==> config.mk <==
export PLATFORM = sky130hd
export DESIGN_NAME = add_arbiter
export DESIGN_NICKNAME = d
export VERILOG_FILES = /design/src/rtl/add_arbiter.sv
export SDC_FILE = /design/constraint.sdc
export NUM_CORES = 1
export LEC_CHECK = 0
export CAP_MARGIN = 10
export CORE_MARGIN = 5
export CORE_UTILIZATION = 45
export CTS_CLUSTER_DIAMETER = 100
export CTS_CLUSTER_SIZE = 20
export DETAILED_ROUTE_END_ITERATION = 8
export DONT_BUFFER_PORTS = 1
export GPL_ROUTABILITY_DRIVEN = 0
export PLACE_DENSITY = 0.66
export SYNTH_ARGS = -nofsm -noshare
export SYNTH_HDL_FRONTEND = slang
export SYNTH_SLANG_ARGS = --single-unit
==> constraint.sdc <==
create_clock -name clk -period 2.8 [get_ports clk]
set_clock_uncertainty 0.05 [all_clocks]
set_input_delay 0.56 -clock clk [delete_from_list [all_inputs] [get_ports clk]]
set_output_delay 0.56 -clock clk [all_outputs]
set_load 0.03 [all_outputs]
==> src/rtl/add_arbiter.sv <==
// Two-requester arbiter in front of a shared multi-cycle adder: grants one requester,
// holds its operands on the adder and captures the result ADD_LATENCY edges later.
module add_arbiter #(
  parameter int ADD_LATENCY = 1
) (
  input  logic       clk,
  input  logic       rst_n,
  input  logic       req0,
  input  logic [3:0] a0,
  input  logic [3:0] b0,
  input  logic       req1,
  input  logic [3:0] a1,
  input  logic [3:0] b1,
  output logic       gnt0,
  output logic       gnt1,
  output logic [3:0] add_a,
  output logic [3:0] add_b,
  input  logic [4:0] add_c,
  output logic       done0,
  output logic       done1,
  output logic [4:0] sum,
  output logic       busy
);
  // state | meaning
  // IDLE  | sampling requests, adder free
  // WAIT  | winner's operands on the adder, counting down to result capture
  typedef enum logic {IDLE = 1'b0, WAIT = 1'b1} state_t;

  localparam logic [2:0] LAT = 3'(ADD_LATENCY);

  state_t     r_state, w_state;
  logic [2:0] r_cnt, w_cnt;
  logic       r_last, w_last;     // requester served most recently; resets to 1 so 0 wins the first tie
  logic       r_owner, w_owner;
  logic [3:0] r_add_a, w_add_a;
  logic [3:0] r_add_b, w_add_b;
  logic [4:0] r_sum, w_sum;
  logic       r_gnt0, w_gnt0;
  logic       r_gnt1, w_gnt1;
  logic       r_done0, w_done0;
  logic       r_done1, w_done1;
  logic       r_busy, w_busy;
  logic       w_win;

  always_ff @(posedge clk or negedge rst_n) begin
    if (!rst_n) begin
      r_state <= IDLE;
      r_cnt   <= 3'd0;
      r_last  <= 1'b1;
      r_owner <= 1'b0;
      r_add_a <= 4'd0;
      r_add_b <= 4'd0;
      r_sum   <= 5'd0;
      r_gnt0  <= 1'b0;
      r_gnt1  <= 1'b0;
      r_done0 <= 1'b0;
      r_done1 <= 1'b0;
      r_busy  <= 1'b0;
    end else begin
      r_state <= w_state;
      r_cnt   <= w_cnt;
      r_last  <= w_last;
      r_owner <= w_owner;
      r_add_a <= w_add_a;
      r_add_b <= w_add_b;
      r_sum   <= w_sum;
      r_gnt0  <= w_gnt0;
      r_gnt1  <= w_gnt1;
      r_done0 <= w_done0;
      r_done1 <= w_done1;
      r_busy  <= w_busy;
    end
  end

  always_comb begin
    w_state = r_state;
    w_cnt   = r_cnt;
    w_last  = r_last;
    w_owner = r_owner;
    w_add_a = r_add_a;
    w_add_b = r_add_b;
    w_sum   = r_sum;
    w_gnt0  = 1'b0;
    w_gnt1  = 1'b0;
    w_done0 = 1'b0;
    w_done1 = 1'b0;
    w_win   = (req0 && req1) ? ~r_last : req1;
    case (r_state)
      IDLE: begin
        if (req0 || req1) begin
          w_state = WAIT;
          w_owner = w_win;
          w_last  = w_win;
          w_add_a = w_win ? a1 : a0;
          w_add_b = w_win ? b1 : b0;
          w_gnt0  = ~w_win;
          w_gnt1  = w_win;
          w_cnt   = LAT;
        end
      end
      WAIT: begin
        if (r_cnt == 3'd0) begin
          w_state = IDLE;
          w_sum   = add_c;
          w_done0 = ~r_owner;
          w_done1 = r_owner;
        end else begin
          w_cnt = r_cnt - 3'd1;
        end
      end
      default: w_state = IDLE;
    endcase
    w_busy = (w_state == WAIT);
  end

  assign gnt0  = r_gnt0;
  assign gnt1  = r_gnt1;
  assign done0 = r_done0;
  assign done1 = r_done1;
  assign add_a = r_add_a;
  assign add_b = r_add_b;
  assign sum   = r_sum;
  assign busy  = r_busy;

endmodule

==> results of run 1 <==
## routing by layer
layer | vias up | share of wire, %
met5 | - | 0
met4 | 0 | 1.6
met3 | 4 | 11
met2 | 29 | 45
met1 | 271 | 42
li1 | 278 | -
## logic make-up after synthesis
group                      after synthesis
DFF                                     23
AOI/OAI and AO/OA                       16
adders and majority gates                2
muxes                                    8
and+or+nand+nor                         21
buffers and inverters                    3
xor gates and xnor gates                 1
## stage by stage
step                      std cells  power [mW]  setup slack, ns  instance area [sq um]
after floorplan                  74        1.09             1.39                    962
after global placement          101        1.15             1.29                    996
after detailed placement        101        1.18             1.27                    996
after CTS                       106        1.33             1.23                   1030
after global routing            107        1.41             1.10                   1040
final                           107        1.31             1.25                   1040
## area by class of cell
cell class	count	area [sq um]	share of cell area, %
Clock buffer	4	26.3	2.52
Inverter	3	11.3	1.08
Multi-Input combinational cell	48	374	35.9
Sequential cell	23	577	55.3
Tap cell	27	33.8	3.24
Timing Repair Buffer	2	20.0	1.92
## timing repair
item	in CTS	in global routing
hold buffers	1	1
setup endpoints to repair	0	0
hold endpoints to repair	22	1
## worst min path at each step
stage | startpoint | to | slack (ns) | depth (start not counted)
2_1_floorplan | rst_n | add_a[0] | 0.21 | 0
3_3_place_gp | rst_n | add_a[3] | 0.21 | 0
3_5_place_dp | rst_n | add_a[3] | 0.22 | 0
4_1_cts | rst_n | r_last | 0.01 | 0
5_1_grt | req0 | gnt1 | 0.28 | 1
6_report | req0 | gnt1 | 0.30 | 1
## power groups by stage
stage	clock, mW	sequential (mW)	combinational (mW)
final	0.150	0.822	0.342
after global routing	0.170	0.843	0.396
after CTS	0.156	0.827	0.351
after detailed placement	0	0.833	0.345
after global placement	0	0.831	0.324
after floorplan	0	0.803	0.286
## cell usage in the layout (no fill, tap or decap), types with 3 or more instances in the layout
cell / instances
a21oi_1: 4
mux2_2: 5
nand2_1: 3
nor2_1: 5
a221o_1: 5
mux2i_1: 3
clkbuf_4: 3
and3_1: 4
inv_1: 3
dfrtp_1: 22
## cells in the mapped netlist (2+ instances only)
library cell and n:
nand2b_1 2, o21ai_0 2, a21oi_1 4, mux2i_1 3, dfrtp_1 22, inv_1 3, a221o_1 5, nand3_1 2
and3_1 4, ha_1 2, and3_2 2, mux2_2 5, nor2_1 5, nand2_1 3
## sequential cells by signal, summed over array words and instances, names as in the netlist
signal and flops:
add_a 4, add_b 4, busy 1, done0 1, done1 1, gnt0 1, gnt1 1, r_cnt 3
r_last 1, r_owner 1, sum 5
==> impl_metrics.yaml, run 1 <==
layout:
  final_nets: 108
  synthToLayoutAreaGrowth_pct: 8.32
  fin_util_pct: 52.1
  antennaDiodeCount: 0
  fillers: 176
  layout-drive-gt1-share_pct: 21.3
setup_path:
  critPathKind: "flop to output port"
  cp_max_fo: 8
  setup.worst_path.end: "busy"
  rrSetupSlack_ns: 1.27
  rr_startpoint: "r_cnt[0]"
  start_kind: "flop"
  path_depth: 0
  end_kind: "output port"
  r2r_cells: 5
  cp.required_ns: 2.19
  cp-startpoint: "busy"
  crit_arrival_ns: 0.94
  reg2reg_to: "sum[4]"
global_routing:
  met2_usage_pct: 17.9
  top_usage_layer: "met2"
  met1_usage_pct: 14.2
  grtUsageMet3_pct: 6.03
  grt.total_usage_pct: 12.0
  grt_max_degree: 23
  grt_pass1_vias: 623
  antenna_found_initial: 0
  grt_pass1_wl_um: 2960
  grt_overflow: 0
timing:
  whs_ns: 0.300
  period_needed_ns: 1.55
  drv_slew: 0
  period_share_pct: 55.4
  rsz0062_at_grt: "no"
  tightestPinTransition_ns: 0.952
  hold_viol: 0
  maxSlewHeadroom_pct: 36.3
  max_freq_ghz: 0.644
  setup_viol: 0
  tns_ns: 0
cts:
  clock_path_buffers: 2
  cts-resized-gates: 0
  clock-root-buffer: "clkbuf_4"
  clkSlewWorstSetupHoldPaths_ns: 0.12
  cts.sinks: 23
  cts_tree: "yes"
  cts_buffers: 3
  post_cts_buffers: 0
  clk_latency_ns: 0.31
  h-tree-depth: 1
yosys:
  synthArstFlopShare_pct: 100
  synthSimpleGateAreaFrac_pct: 12.0
  yosys_warnings: 0
  synth_xor_area_share_pct: 0.910
  synth.distinct_cells: 24
  synth-compound-area-share_pct: 14.4
  synth_seq_area_share_pct: 59.9
  yosys-mux-area-fraction_pct: 8.97
  synth.area.top_cells: "dfrtp_1 (57%), mux2_2 (5.9%), a221o_1 (5.2%)"
  synth_fp_nets: 101
  yosysTopAreaCell: "dfrtp_1"
  synth_seq_cells: 23
  synthFlopType: "dfrtp_1"
  synth_edf_count: 0
  synth_area_sq_um: 962
  synth_top_family_by_area: "compound AO/OA/AOI/OAI gates"
  synth_cells: 74
  synth_top_area_share_pct: 57.2
  synth.avg_cell_area_sq_um: 13.0
  synthAdderAreaFrac_pct: 2.60
floorplan:
  core_area_sq_um: 2000
  die_x_um: 56.2
  fp.dieH_um: 56.2
  pin_count: 43
  start_util_pct: 48.1
  rows: 16
  die-area_sq_um: 3160
detailed_routing:
  wirelength_um: 1780
  via_per_inst: 5.44
  ant_nets: 0
  drt_iter0_drc: 12
  drc: 0
  routedWlPerCell_um: 16.7
  vias: 582
  first_pass_iters: 3
power_and_ir_drop:
  swShare_pct: 45.2
  power_density_nw_per_um2: 1260
  comb_power_share_pct: 26.0
  power_frac_seq_pct: 62.5
  p_clk_share_pct: 11.4
  p_int_uw: 721
  irDropWorstVdd_mv: 0.691
  switching_power_uw: 594
  p_leak_nw: 0.482
job:
  maxCapViolCount: 0
outcome:
  outcome: "finished clean"
placed_design:
  dp_hpwl_um: 1340
  io_buffer_count: 0
worst_hold_path:
  hp-class: "input port to flop"
Power figures use the tool's default switching activity.
==> inputs of run 2 (changes only) <==
- clock period: 2.8 -> 1.5 ns (I/O delays scaled with it)
==> run 2 against run 1 <==
Effect of this change:
- critical path depth up 5
- hold slack worse by 0.26 ns
- utilization increased by 0.81 points
- via count up 4.5%
- combinational power is 120% higher
- wire length is 5.3% higher
- sequential power is 85% higher
- die area did not move
==> impl_metrics.yaml, run 2 (synthesis results as in run 1) <==
setup_path:
  slowest_delay_ns: 0.36
  cp-startpoint: "r_cnt[0]"
  rr_startpoint: "r_cnt[0]"
  rrSetupSlack_ns: 0.04
  cp.buffers_inverters: 1
  crit_family: "adder cells"
  reg2reg_to: "sum[1]"
  critPathKind: "flop to flop"
  crit_arrival_ns: 1.62
  setup.worst_path.end: "sum[1]"
  crit_path_cell_trace: "inv_1 -> ha_1 -> ha_2 -> nand2_2 -> mux2_2"
  cp.required_ns: 1.66
  start_kind: "flop"
  r2r_cells: 5
  path_depth: 5
  cp_max_fo: 6
  cp_slowest_cell: "mux2_2"
  end_kind: "flop"
global_routing:
  grt_overflow: 0
  grt_pass1_vias: 651
  grt_pass1_wl_um: 3100
  grt_max_degree: 24
  grt.total_usage_pct: 12.5
  antenna_found_initial: 0
cts:
  clock_path_buffers: 2
  h-tree-depth: 1
  clkSlewWorstSetupHoldPaths_ns: 0.13
  clk_latency_ns: 0.31
  cts_buffers: 3
  cts_tree: "yes"
  cts.sinks: 23
  clock-root-buffer: "clkbuf_4"
floorplan:
  start_util_pct: 48.1
  die-area_sq_um: 3160
  core_area_sq_um: 2000
  rows: 16
  fp.dieH_um: 56.2
  pin_count: 43
  die_x_um: 56.2
timing:
  worst_slack_ns: 0.0387
  period_share_pct: 97.4
  maxSlewHeadroom_pct: 33.8
  drv_slew: 0
  rsz0062_at_grt: "yes"
  setup_viol: 0
  tightestPinTransition_ns: 0.994
  max_freq_ghz: 0.684
  hold_viol: 0
  period_needed_ns: 1.46
detailed_routing:
  drt_iter0_drc: 3
  first_pass_iters: 2
  vias: 608
  ant_nets: 0
  routedWlPerCell_um: 17.6
  wirelength_um: 1880
  drc: 0
  via_per_inst: 5.68
layout:
  synthToLayoutAreaGrowth_pct: 10.0
  seq_area_sq_um: 577
  final_cell_mix: "dfrtp_1 (22), nor2_1 (5), a221o_1 (5), mux2_2 (5)"
  final_nets: 108
  antennaDiodeCount: 0
  stdcell_area_sq_um: 1060
  layout-drive-gt1-share_pct: 28.7
  multi_input_area_sq_um: 389
  fillers: 172
  layout_commonest_cell: "dfrtp_1"
  layout.cells.non_filler: 107
  largest_reg_flops: 5
worst_hold_path:
  hp-class: "input port to flop"
placed_design:
  post-place-ws_ns: -0.0108
  dp_hpwl_um: 1370
  dpl-instance-area_sq_um: 1000
  io_buffer_count: 0
  dp_cells: 102
job:
  maxCapViolCount: 0
power_and_ir_drop:
  power_density_nw_per_um2: 2400
  irDropWorstVdd_mv: 1.08
  p_leak_nw: 0.498
outcome:
  outcome: "finished clean"
## run 2: routing by layer
layer / GRT usage (%) / part of all wire [%]
met1: 15.9 / 42
met2: 18.5 / 47
met3: 5.34 / 9.6
met4: 5.08 / 1.3
met5: 0 / 0
## run 2: layout make-up
class,count,share of cell area [%]
flip-flops and latches,23,54.5
clock inverters,1,0.473
multi-input cells,48,36.8
clock buffers,3,2.13
repair buffers,2,1.89
inverters,3,1.06
well taps,27,3.19
## run 2: per-stage QoR
| step | TNS, ns | power, mW | hold slack [ns] | utilization [%] |
|---|---|---|---|---|
| 2_1_floorplan | 0 | 2.03 | -0.0456 | - |
| 3_3_place_gp | 0 | 2.17 | -0.0450 | 50.1 |
| 3_5_place_dp | -0.0214 | 2.23 | -0.0449 | 50.1 |
| 4_1_cts | 0 | 2.53 | 0.0276 | 52.1 |
| 5_1_grt | -0.143 | 2.72 | 0.0167 | 52.9 |
| 6_report | 0 | 2.54 | 0.0380 | 52.9 |
## run 2: worst min-delay path by stage
| stage | cells past startpoint | end | startpoint |
|---|---|---|---|
| 4_1_cts | 1 | gnt1 | req0 |
| 3_3_place_gp | 0 | add_a[3] | rst_n |
| 6_report | 1 | gnt1 | req0 |
| 5_1_grt | 1 | gnt1 | req0 |
| 3_5_place_dp | 0 | add_a[3] | rst_n |
| 2_1_floorplan | 0 | add_a[0] | rst_n |
## run 2: repair_timing
item                                   CTS  global route
endpoints found under the hold margin   23             0
setup endpoints to repair                5            17
hold buffers                             1             0
setup buffers                            0             0
gates resized for setup                  1             4
## run 2: power breakdown
part           leakage (nW)  total, mW  switching [mW]  internal, mW
Combinational         0.203      0.743           0.360         0.383
Sequential            0.277       1.52           0.612         0.906
Clock                0.0177      0.284           0.184        0.0995
Total                 0.498       2.54            1.16          1.39
==> inputs of run 3 (changes only) <==
- GPL_TIMING_DRIVEN: unset -> 0
==> run 3 against run 2 <==
Effect of this change:
- wire length is 11% lower
- cell count fell by 0.93%
- first-iteration DRC count rose to 2.7 times the previous value
- fmax up 0.52%
- combinational power decreased by 13%
- critical path type unchanged
- critical endpoint is now sum[0]
- via count shrank 3.0%
- highest routed layer unchanged
- register-to-register slack about the same
- flip-flop and latch count unchanged
- largest cell class unchanged
- count of clock-buffer cells in the layout rose by 1
==> impl_metrics.yaml, run 3 (synthesis results as in run 1) <==
global_routing:
  grt_max_degree: 24
  antenna_found_initial: 0
  grt_pass1_wl_um: 2820
  grt.total_usage_pct: 11.4
  grt_overflow: 0
  grt_pass1_vias: 608
placed_design:
  io_buffer_count: 0
  dpl-instance-area_sq_um: 996
  post-place-ws_ns: -0.0282
  dp_hpwl_um: 1290
detailed_routing:
  drc: 0
  ant_nets: 0
  first_pass_iters: 3
  drt_iter0_drc: 8
  routedWlPerCell_um: 15.8
  vias: 590
  wirelength_um: 1680
  via_per_inst: 5.57
floorplan:
  fp.dieH_um: 56.2
  pin_count: 43
  start_util_pct: 48.1
  core_area_sq_um: 2000
  die_x_um: 56.2
  rows: 16
  die-area_sq_um: 3160
setup_path:
  cp.required_ns: 1.64
  cp_max_fo: 6
  end_kind: "flop"
  r2r_cells: 5
  critPathKind: "flop to flop"
  start_kind: "flop"
  crit_arrival_ns: 1.59
power_and_ir_drop:
  power_mw: 2.45
  irDropWorstVdd_mv: 1.08
  p_leak_nw: 0.486
  power_density_nw_per_um2: 2350
timing:
  setup_viol: 0
  whs_ns: 0.0715
  max_freq_ghz: 0.688
  rsz0062_at_grt: "yes"
  drv_slew: 0
  hold_viol: 0
  tightestPinTransition_ns: 0.976
  period_needed_ns: 1.45
  maxSlewHeadroom_pct: 35.0
  period_share_pct: 96.9
  worst_slack_ns: 0.0463
layout:
  stdcell_area_sq_um: 1040
  layout_commonest_cell: "dfrtp_1"
  layout-drive-gt1-share_pct: 25.3
  synthToLayoutAreaGrowth_pct: 8.19
  fin_util_pct: 52.0
  final_cell_mix: "dfrtp_1 (21), nor2_1 (5), a221o_1 (5), mux2_2 (5)"
  antennaDiodeCount: 0
  final_nets: 107
  largest_reg_flops: 5
worst_hold_path:
  hp-class: "input port to flop"
  hold_depth: 1
cts:
  cts.sinks: 23
  h-tree-depth: 1
  cts_tree: "yes"
  clk_latency_ns: 0.29
  clock_path_buffers: 2
  clkSlewWorstSetupHoldPaths_ns: 0.11
  clock-root-buffer: "clkbuf_4"
  cts_buffers: 3
outcome:
  outcome: "finished clean"
job:
  maxCapViolCount: 0
## run 3: cell count changes in the layout (fill, tap and decap cells not counted), sizes merged
cell,delta
clkbuf,+1
clkinv,-1
buf,-1
## run 3: layer usage
| metal | routed length [um] | up-vias | track usage (%) |
|---|---|---|---|
| li1 | - | 277 | - |
| met4 | 15 | 0 | 4.07 |
| met5 | 0 | - | 0 |
| met1 | 689 | 284 | 12.6 |
| met3 | 205 | 2 | 6.26 |
| met2 | 769 | 27 | 18.2 |
## run 3: worst paths after layout
kind / start / to / slack, ns
setup / recovery: r_cnt[0] / sum[0] / 0.05
min in group asynchronous: rst_n / sum[2] / 0.18
hold / removal: req0 / gnt1 / 0.07
setup reg to reg: r_cnt[0] / sum[0] / 0.05
hold reg to reg: r_owner / done0 / 0.41
max in group asynchronous: rst_n / busy / 0.57
## run 3: metrics by stage
stage | cells | TNS (ns)
floorplan | 74 | 0
global placement | 101 | 0
detailed placement | 101 | -0.131
CTS | 106 | 0
global route | 106 | -0.0770
finish | 106 | 0
## run 3: critical path, stage by stage, from the launching register on
cell,delay (ns)
dfrtp_1,0.34
inv_1,0.06
ha_1,0.19
ha_1,0.21
nand2_2,0.15
mux2_2,0.35
## run 3: repair_timing
action                                  CTS  global route
resized for setup                         2             2
endpoints found under the hold margin    23             0
setup buffers                             0             0
hold buffers                              1             0
endpoints found under the setup margin   10             8
## run 3: power by group
part	switching (mW)	internal, mW
registers	0.629	0.909
clock network	0.158	0.103
logic	0.305	0.344
total	1.09	1.36
## run 3: layout make-up
| type | instances | area, sq um |
|---|---|---|
| fill | 175 | 961 |
| clock buffer | 4 | 26.3 |
| sequential | 23 | 578 |
| tap | 27 | 33.8 |
| inverter | 3 | 11.3 |
| multi-input combinational | 48 | 379 |
| timing repair buffer | 1 | 12.5 |
